[src/rtl/adc_block_avg.sv]
// Decimating block averager for the two-channel signed ADC stream.
// Sums 2^cfg samples per channel and emits the floor mean with a one-cycle
// valid strobe. Channels A and B share the window counter and exponent.
module adc_block_avg #(
  parameter int bits     = 14,
  parameter int max_log2 = 10
) (
  input  logic                   clk,
  input  logic                   rst,
  input  logic                   en,
  input  logic                   clr,
  input  logic [3:0]             dec_log2,
  input  logic signed [bits-1:0] adc_a_i,
  input  logic signed [bits-1:0] adc_b_i,
  output logic signed [bits-1:0] avg_a_o,
  output logic signed [bits-1:0] avg_b_o,
  output logic                   valid_o
);

  // 2^max_log2 full-scale samples fit without overflow.
  localparam int acc_w = bits + max_log2;
  localparam int cfg_w = $clog2(max_log2 + 1);
  localparam int cnt_w = (max_log2 > 0) ? max_log2 : 1;

  logic signed [acc_w-1:0] acc_a;
  logic signed [acc_w-1:0] acc_b;
  logic        [cnt_w-1:0] cnt;
  logic        [cfg_w-1:0] cfg;
  // Set by reset: the first edge after release uses and latches the
  // requested exponent directly, since no window start has latched it yet.
  logic                    cfg_pend;

  logic        [cfg_w-1:0] cfg_req;
  logic        [cfg_w-1:0] cfg_eff;
  logic        [max_log2:0] last_idx;
  logic                    last_smp;
  logic signed [acc_w-1:0] sum_a;
  logic signed [acc_w-1:0] sum_b;

  // Clamp the requested exponent, pick the active one, and form the
  // running sums including the sample on this edge.
  always_comb begin
    // NOTE: every always_comb output gets a value on every path (defaults
    // here first) so no latch can be inferred.
    cfg_req  = cfg_w'(dec_log2);
    if (int'(dec_log2) > max_log2) cfg_req = cfg_w'(max_log2);
    cfg_eff  = cfg_pend ? cfg_req : cfg;
    last_idx = ((max_log2 + 1)'(1) << cfg_eff) - (max_log2 + 1)'(1);
    last_smp = ({1'b0, cnt} == (max_log2 + 1)'(last_idx));
    sum_a    = acc_a + acc_w'(adc_a_i);
    sum_b    = acc_b + acc_w'(adc_b_i);
  end

  // Window accumulation, strobe generation and exponent relatching.
  always_ff @(posedge clk or negedge rst) begin
    // NOTE: sequential state uses non-blocking assignments only, so every
    // register sees the pre-edge values of the others.
    if (!rst) begin
      acc_a    <= '0;
      acc_b    <= '0;
      cnt      <= '0;
      cfg      <= '0;
      cfg_pend <= 1'b1;
      avg_a_o  <= '0;
      avg_b_o  <= '0;
      valid_o  <= 1'b0;
    end else begin
      cfg_pend <= 1'b0;
      valid_o  <= 1'b0;
      if (cfg_pend) cfg <= cfg_req;
      if (clr) begin
        // Window restart: the sample on this edge is dropped, outputs hold.
        acc_a <= '0;
        acc_b <= '0;
        cnt   <= '0;
        cfg   <= cfg_req;
      end else if (en) begin
        if (last_smp) begin
          avg_a_o <= bits'(sum_a >>> cfg_eff);
          avg_b_o <= bits'(sum_b >>> cfg_eff);
          valid_o <= 1'b1;
          acc_a   <= '0;
          acc_b   <= '0;
          cnt     <= '0;
          cfg     <= cfg_req;
        end else begin
          acc_a <= sum_a;
          acc_b <= sum_b;
          cnt   <= cnt + cnt_w'(1);
        end
      end
    end
  end

endmodule

[config.mk]
export PLATFORM = sky130hd
export DESIGN_NAME = adc_block_avg
export DESIGN_NICKNAME = d
export VERILOG_FILES = /design/src/rtl/adc_block_avg.sv
export SDC_FILE = /design/constraint.sdc
export NUM_CORES = 1
export LEC_CHECK = 0
export CORE_MARGIN = 2
export CORE_UTILIZATION = 44
export DETAILED_ROUTE_END_ITERATION = 12
export PLACE_DENSITY = 0.65
export SETUP_SLACK_MARGIN = 0.5
export SYNTH_ARGS = -nofsm -noshare
export SYNTH_HDL_FRONTEND = slang
export SYNTH_SLANG_ARGS = --single-unit
[constraint.sdc]
create_clock -name clk -period 5.45 [get_ports clk]
set_clock_uncertainty 0.1 [all_clocks]
set_input_delay 0.8175 -clock clk [delete_from_list [all_inputs] [get_ports clk]]
set_output_delay 0.8175 -clock clk [all_outputs]
set_load 0.02 [all_outputs]
# == After elaboration in Yosys (flattened, before gate mapping) ==
# Index checks and enable logic that the tools add are counted.
# classes
add_sub_neg,4
magnitude_cmp,1
n_eq_ne,1
n_shift,3
muxes,17
bitwise_logic,1
reduce_logical,2
# ops
op,n
24-bit two-way mux,6
24-bit by 14-bit adder with 24-bit output,2
24-bit by 4-bit >>> shifter with 14-bit output,2
10-bit two-way mux,3
4-bit two-way mux,5
10-bit by 11-bit == test with 1-bit output,1
"1-bit by 4-bit << shifter with 11-bit output, first input constant",1
"11-bit by 2-bit subtractor with 11-bit output, second input constant",1
"10-bit by 1-bit adder with 10-bit output, second input constant",1
"4-bit greater-than comparator, second input constant",1
1-bit two-way mux,3
3-bit AND reduction,1
2-bit nonzero test,1
1-bit NOT,1
# totals
regBits,92
out_inout_bits,29
word_cells,37

# == Logic depth before layout (Yosys ltp) ==
# Gate-level depths: netlist of run 1.
# logic_depth
word_depth,9
mapped_depth,20
ltp_nobuf,15

# == Worst setup path after synthesis of run 1 ==
# OpenSTA, ideal clock, no wires.
# synth_path
kind,input port to flip-flop
startpoint,in dec_log2[2]
endpoint,reg avg_a_o[10]
arrival_time_ns,4.486
t_required_ns,5.214
setup_slack_ns,0.728
cell_stages,19
path_buffers,5
path_cell_list,buf_4 o21ai_1 a31o_2 clkbuf_1 clkbuf_1 clkbuf_1 nand2_1 ha_1 inv_1 a311o_1 buf_4 a311oi_2 or3_1 a221oi_4 nand4_4 a311oi_1 o31ai_1 a2111oi_2 nor3_1
# synth_between
elab_chain_len,7
word_cells_on_any_way,8
# synth_lines
item,line_no,source
"start, declared",12,"input logic [3:0] dec_log2,"
4-bit greater-than comparator,46,if (int'(dec_log2) > max_log2) cfg_req = cfg_w'(max_log2);
4-bit two-way mux (*),46,
4-bit two-way mux (*),47,cfg_eff = cfg_pend ? cfg_req : cfg;
1-bit by 4-bit << shifter with 11-bit output,48,last_idx = ((max_log2 + 1)'(1) << cfg_eff) - (max_log2 + 1)'(1);
11-bit by 2-bit subtractor with 11-bit output,48,
10-bit by 11-bit == test with 1-bit output,49,"last_smp = ({1'b0, cnt} == (max_log2 + 1)'(last_idx));"
3-bit AND reduction (no line),-,
"end signal, assigned",79,avg_a_o <= bits'(sum_a >>> cfg_eff);
"end, declared",15,"output logic signed [bits-1:0] avg_a_o,"
# Every way passes the cells marked *; elsewhere a longest branch is shown, timed or not.
# A chain may end at the register's enable or synchronous reset.

# == Worst setup path in the final report of run 1 ==
# layout_path
startpoint,in dec_log2[3]
endpoint,reg avg_b_o[11]
# layout_between
elab_chain_len,7
word_cells_on_any_way,8
# layout_lines
item,line_no,source
4-bit greater-than comparator,46,
4-bit two-way mux (*),46,
4-bit two-way mux (*),47,
1-bit by 4-bit << shifter with 11-bit output,48,
11-bit by 2-bit subtractor with 11-bit output,48,
10-bit by 11-bit == test with 1-bit output,49,
3-bit AND reduction (no line),-,
"end signal, assigned",80,avg_b_o <= bits'(sum_b >>> cfg_eff);
"end, declared",16,"output logic signed [bits-1:0] avg_b_o,"
# Marks and branches as above.

==> impl_metrics.env, run 1 <==
export IMPL_ys_seq_area_share_pct=26.5
export IMPL_cp_cell_sequence="clkdlybuf4s50_1 > o21ai_1 > a31o_2 > nor2_1 > nand2_1 > ha_1 > inv_1 > a311o_1 > a311oi_2 > or3_1 > a221oi_4 > and4_1 > buf_4 > or2_2 > nand2_1 > o211ai_1"
export IMPL_syn_nets=1173
export IMPL_rrSetupSlack_ps=1100
export IMPL_coreArea_um2=19400
export IMPL_wl_met3_mm=1.79
export IMPL_yosysTopAreaCellShare_pct=26.2
export IMPL_final_core_util_pct=50.5
export IMPL_p_sw_mw=1.28
export IMPL_die_w_um=145
export IMPL_antenna_left=0
export IMPL_clockBufferDepth=2
export IMPL_synth_flop_cell="dfrtp_1"
export IMPL_final_hold_viol_count=0
export IMPL_max_freq_mhz=214
export IMPL_gp_congestion=0.942
export IMPL_antenna_cells=0
export IMPL_seqCellArea_um2=2300
export IMPL_ios=65
export IMPL_cp_start_kind="input port"
export IMPL_ys_ff_latch=92
export IMPL_syn_area_um2=8690
export IMPL_placedCellCount=1363
export IMPL_peakVddDrop_v=0.000174
export IMPL_clkLatencyLatePin_ps=360
export IMPL_pwr_share_seq_pct=27.1
export IMPL_path_buf_inv=3
export IMPL_route_detailed_drc=0
export IMPL_critPathKind="in -> reg"
export IMPL_leakage_nw=4.18
export IMPL_p_clk_share_pct=21.3
export IMPL_yosysWarnings=0
export IMPL_wl_met1_mm=11.8
export IMPL_cp_data_required_time_ps=5620
export IMPL_first_iter_violations=830
export IMPL_portBuffers=64
export IMPL_synth_async_sr_flop_share_pct=100
export IMPL_n_fill_cell=1944
export IMPL_synth_most_common_cell="nand2_1"
export IMPL_grt_usage_pct=26.8
export IMPL_vias=8721
export IMPL_fin_setup_tns_ps=0
export IMPL_initial_core_util_pct=44.8
export IMPL_setup_slack_ps=786
export IMPL_synthTopCellsByArea="dfrtp_1, ha_1, a21oi_1, nand2_1, a22o_1"
export IMPL_multi_input_area_um2=6010
export IMPL_critical_path_arrival_ps=4830
export IMPL_worst_r2r_startpoint="cfg_pend"
export IMPL_slew_headroom_pct=49.6
export IMPL_r2r_end="avg_b_o[11]"
export IMPL_p_int_mw=1.63
export IMPL_htreeDepth=3
export IMPL_critPathSlowestCell="clkdlybuf4s50_1"
export IMPL_dp_slack_ps=385
export IMPL_wl_met2_mm=13.1
export IMPL_top_layer="met4"
export IMPL_drive_gt1_share_pct=7.46
export IMPL_root_buffer="clkbuf_16"
export IMPL_grt_max_degree=56
export IMPL_critPathMaxStageDelay_ps=620
export IMPL_p_per_area_nw_per_um2=297
export IMPL_cts_tree="built"
export IMPL_worstHoldPathType="in -> async"
export IMPL_fin_crit_sh_pct=85.6
export IMPL_overflow=0
export IMPL_antenna_found_initial=0
export IMPL_clk_transition_reported_paths_ps=60
export IMPL_synth_common_cells="nand2_1, a21oi_1, nor2_1"
export IMPL_cpMostUsedCell="nand2_1"
export IMPL_cts_sinks=92
export IMPL_post_cts_setup_buffers=0
export IMPL_rsz0062_at_grt="no"
export IMPL_synth_edf_count=0
export IMPL_worstPathMaxFanout=10
export IMPL_drt_wl_total_mm=27.4
export IMPL_die_h_um=145
export IMPL_status="complete, no violations"
export IMPL_crit_cells=16
export IMPL_period_minus_slack_ps=4660
export IMPL_swShare_pct=43.9
export IMPL_drt_pass1_iterations=5
export IMPL_cap_violations=0
export IMPL_avgSynthCellArea_um2=8.00
export IMPL_area_growth_pct=12.7
export IMPL_cts_buffers=9
export IMPL_setup_viol=0
export IMPL_dp_hpwl_mm=19.8
export IMPL_fp_dieArea_um2=20900
export IMPL_cp_end_kind="flip-flop"
export IMPL_wl_per_cell_um=19.9
export IMPL_synthCells=1087
export IMPL_yosys_area_top_type="dfrtp_1"
export IMPL_power_mw=2.91
export IMPL_rows=51
export IMPL_vias_per_cell=6.33
export IMPL_path_delay_family="compound AO/OA/AOI/OAI gates"
export IMPL_drv_slew=0
export IMPL_final_nets=1195
export IMPL_grt_pass1_vias=8049
export IMPL_layout_cells_non_filler=1378
export IMPL_reg2reg_depth=15
export IMPL_grt_pass1_wl_mm=43.9
export IMPL_ys_types=87
export IMPL_p_comb_share_pct=51.6
export IMPL_worstMarginPinSlew_ps=750
## cells by family after synthesis
group,count (synthesis),synth area share [%]
multiplexers,38,4.69
XOR/XNOR,50,5.04
flip-flops,92,26.5
other,1,0.0431
adder cells (fa/ha/maj),50,7.37
AND/OR/NAND/NOR,351,18.9
AO/OA/AOI/OAI,410,32.8
buffers and inverters,95,4.76
## metrics by stage
| stage | hold slack [ps] | cell area [µm²] |
|---|---|---|
| finish | 337 | 9800 |
| global placement | 371 | 9520 |
| CTS | 359 | 9790 |
| floorplan | 354 | 8690 |
| global route | 377 | 9800 |
| detailed placement | 378 | 9520 |
## power by group through the flow
stage | sequential, mW | combinational, mW | clock [mW]
final | 0.789 | 1.50 | 0.619
after global routing | 0.797 | 1.64 | 0.656
after CTS | 0.790 | 1.48 | 0.631
after detailed placement | 0.802 | 1.47 | 0
after global placement | 0.801 | 1.46 | 0
after floorplan | 0.791 | 1.06 | 0
## metal layers
layer	vias to the layer above	global-route usage [%]
met5	-	0
met4	0	7.72
met3	54	3.61
met2	352	45.2
met1	4161	36.0
li1	4154	-
## sequential cells by signal, indices dropped and copies added, names as in the netlist
register / cells
cnt: 10
acc_a: 24
cfg: 4
valid_o: 1
acc_b: 24
avg_a_o: 14
cfg_pend: 1
avg_b_o: 14
## placed cells by master (no fill, tap or decap), drive strengths merged, types with 30 or more instances in the layout
cell type | synthesis | routed
clkdlybuf4s50 | 0 | 63
ha | 48 | 48
nand3 | 30 | 30
xnor2 | 30 | 30
dfrtp | 91 | 91
a21oi | 99 | 99
nor2 | 94 | 94
nand2 | 125 | 125
o21ai | 85 | 85
a22o | 41 | 41
## layout make-up
cell class,count,area share (%)
Clock buffer,14,2.69
Clock inverter,1,0.0766
Inverter,19,0.753
Multi-Input combinational cell,900,61.3
Sequential cell,92,23.5
Tap cell,265,3.38
Timing Repair Buffer,87,8.27
## repair_timing
| action | in CTS | in global routing |
|---|---|---|
| hold buffers | 0 | 0 |
| resized for setup | 0 | 3 |
| endpoints found under the hold margin | 0 | 0 |
| setup endpoints to repair | 0 | 11 |
## how the worst max path moves through the flow
stage	startpoint	to	slack [ps]
global placement	dec_log2[3]	avg_b_o[5]	510
global route	dec_log2[3]	avg_a_o[12]	530
floorplan	dec_log2[2]	avg_a_o[10]	730
finish	dec_log2[3]	avg_b_o[11]	790
detailed placement	dec_log2[3]	avg_a_o[12]	380
CTS	dec_log2[3]	avg_a_o[12]	770
Power figures use the tool's default switching activity.
==> run 2, diff against run 1 <==
--- a/config.mk
+++ b/config.mk
@@ -7,9 +7,10 @@
 export LEC_CHECK = 0
 export CORE_MARGIN = 2
 export CORE_UTILIZATION = 44
+export CTS_CLUSTER_DIAMETER = 80
 export DETAILED_ROUTE_END_ITERATION = 12
-export PLACE_DENSITY = 0.65
-export SETUP_SLACK_MARGIN = 0.5
+export PLACE_DENSITY = 0.67
+export SETUP_SLACK_MARGIN = 0.4
 export SYNTH_ARGS = -nofsm -noshare
 export SYNTH_HDL_FRONTEND = slang
 export SYNTH_SLANG_ARGS = --single-unit
==> constraint.sdc (replaced) <==
create_clock -name clk -period 4.1 [get_ports clk]
set_clock_uncertainty 0.1 [all_clocks]
set_input_delay 0.615 -clock clk [delete_from_list [all_inputs] [get_ports clk]]
set_output_delay 0.615 -clock clk [all_outputs]
set_load 0.02 [all_outputs]
==> run 2 against run 1 <==
Effect of this change: global-route usage rose by 1.5 points; sequential cell count stayed put; sequential share of layout area shrank 2.5 points; setup slack worse by 270 ps; via count up 4.9%; worst hold slack got worse by 280 ps; die area is the same; wire length grew 6.3%; critical endpoint is now avg_a_o[8]; highest routed layer unchanged.
==> impl_metrics.env, run 2 (synthesis results as in run 1) <==
export IMPL_grt_pass1_vias=8708
export IMPL_final_core_util_pct=56.6
export IMPL_rows=51
export IMPL_antenna_left=0
export IMPL_grt_pass1_wl_mm=46.2
export IMPL_antenna_cells=0
export IMPL_drv_slew=0
export IMPL_ios=65
export IMPL_status="complete, no violations"
export IMPL_initial_core_util_pct=44.8
export IMPL_final_hold_viol_count=0
export IMPL_cp_data_required_time_ps=4280
export IMPL_n_fill_cell=1877
export IMPL_slew_headroom_pct=52.5
export IMPL_place_area_um2=10400
export IMPL_first_iter_violations=761
export IMPL_peakVddDrop_v=0.000201
export IMPL_wl_per_cell_um=19.4
export IMPL_vias=9152
export IMPL_p_per_area_nw_per_um2=401
export IMPL_critPathKind="in -> reg"
export IMPL_portBuffers=64
export IMPL_cap_violations=0
export IMPL_grt_usage_pct=28.3
export IMPL_fin_crit_sh_pct=87.5
export IMPL_grt_max_degree=46
export IMPL_vias_per_cell=6.12
export IMPL_top_regs="acc_a (24), acc_b (24)"
export IMPL_route_detailed_drc=0
export IMPL_cts_buffers=9
export IMPL_worstHoldPathType="in -> async"
export IMPL_fin_setup_tns_ps=0
export IMPL_cts_tree="built"
export IMPL_setup_viol=0
export IMPL_cts_sinks=92
export IMPL_stdcell_area_um2=11000
export IMPL_startpoint="adc_a_i[0]"
export IMPL_antenna_found_initial=0
export IMPL_worstMarginPinSlew_ps=706
export IMPL_critical_path_arrival_ps=3770
export IMPL_clk_transition_reported_paths_ps=80
export IMPL_leakage_nw=4.85
export IMPL_drt_pass1_iterations=6
export IMPL_final_nets=1312
export IMPL_worstPathMaxFanout=5
export IMPL_drt_wl_total_mm=29.1
export IMPL_worst_r2r_startpoint="cfg_pend"
export IMPL_placedCellCount=1470
export IMPL_period_minus_slack_ps=3590
export IMPL_layout_cells_non_filler=1496
export IMPL_clockBufferDepth=2
export IMPL_clkLatencyLatePin_ps=360
export IMPL_final_common_cell="buf_4"
export IMPL_root_buffer="clkbuf_16"
export IMPL_multi_input_area_um2=6240
export IMPL_drive_gt1_share_pct=20.1
export IMPL_area_growth_pct=26.4
export IMPL_rsz0062_at_grt="yes"
export IMPL_reg2reg_depth=16
export IMPL_htreeDepth=3
export IMPL_dp_hpwl_mm=21.4
export IMPL_coreArea_um2=19400
export IMPL_gp_congestion=0.995
export IMPL_seqCellArea_um2=2300
export IMPL_cp_end_kind="flip-flop"
export IMPL_mostFrequentLayoutCells="buf_4, nand2_1, a21oi_1, dfrtp_1, nor2_1"
export IMPL_overflow=0
export IMPL_die_w_um=145
export IMPL_fp_dieArea_um2=20900
export IMPL_die_h_um=145
export IMPL_max_freq_mhz=279
export IMPL_cp_start_kind="input port"
run 2: repair_timing:
item / in CTS / in global routing
gates cloned: 0 / 0
hold buffers: 0 / 0
pin swaps: 2 / 21
setup buffers: 3 / 7
setup endpoints to repair: 64 / 76
resized for setup: 9 / 48
run 2: stage by stage:
stage | worst slack, ps | power [mW] | hold slack, ps
after CTS | 413 | 4.29 | 68.2
after floorplan | 276 | 2.48 | 219
after global placement | -14.8 | 3.29 | 369
final | 512 | 4.41 | 56.3
after global routing | 343 | 4.68 | 86.2
after detailed placement | -55.2 | 3.29 | 380
run 2: routing by layer:
| layer | GRT usage [%] | routed length (µm) | up-vias |
|---|---|---|---|
| met3 | 3.18 | 1740 | 91 |
| met1 | 37.4 | 12500 | 4341 |
| met4 | 12.4 | 1220 | 0 |
| met2 | 46.8 | 13600 | 343 |
| li1 | - | - | 4377 |
| met5 | 0 | 0 | - |
run 2: where the power goes:
group          switching, mW  internal, mW  leakage, nW
clock network          0.422         0.547        0.160
logic                   1.37          1.01         3.46
registers             0.0633         0.988         1.23
run 2: layout make-up:
cell class / count / area share [%]
Clock buffer: 9 / 2.05
Timing Repair Buffer: 204 / 15.5
Multi-Input combinational cell: 900 / 56.8
Sequential cell: 92 / 21.0
Clock inverter: 7 / 0.979
Tap cell: 265 / 3.02
Inverter: 19 / 0.695
run 2: critical path, stage by stage:
cell	delay [ps]
clkdlybuf4s50_1	470
ha_1	160
inv_1	50
fa_1	380
nand2b_4	170
a21o_1	190
a21oi_1	210
o41ai_1	110
xnor2_1	470
o22ai_1	190
a21o_1	270
o2111ai_1	210
o21ai_0	110
a41oi_1	170
run 2: worst paths after layout:
kind,end,slack [ps]
worst max-delay path,avg_a_o[8],510
worst min-delay path,cfg[1],60
worst max register to register,avg_a_o[10],590
worst min register to register,avg_b_o[1],390
max in group asynchronous,acc_a[10],2970
min in group clk,avg_b_o[1],390
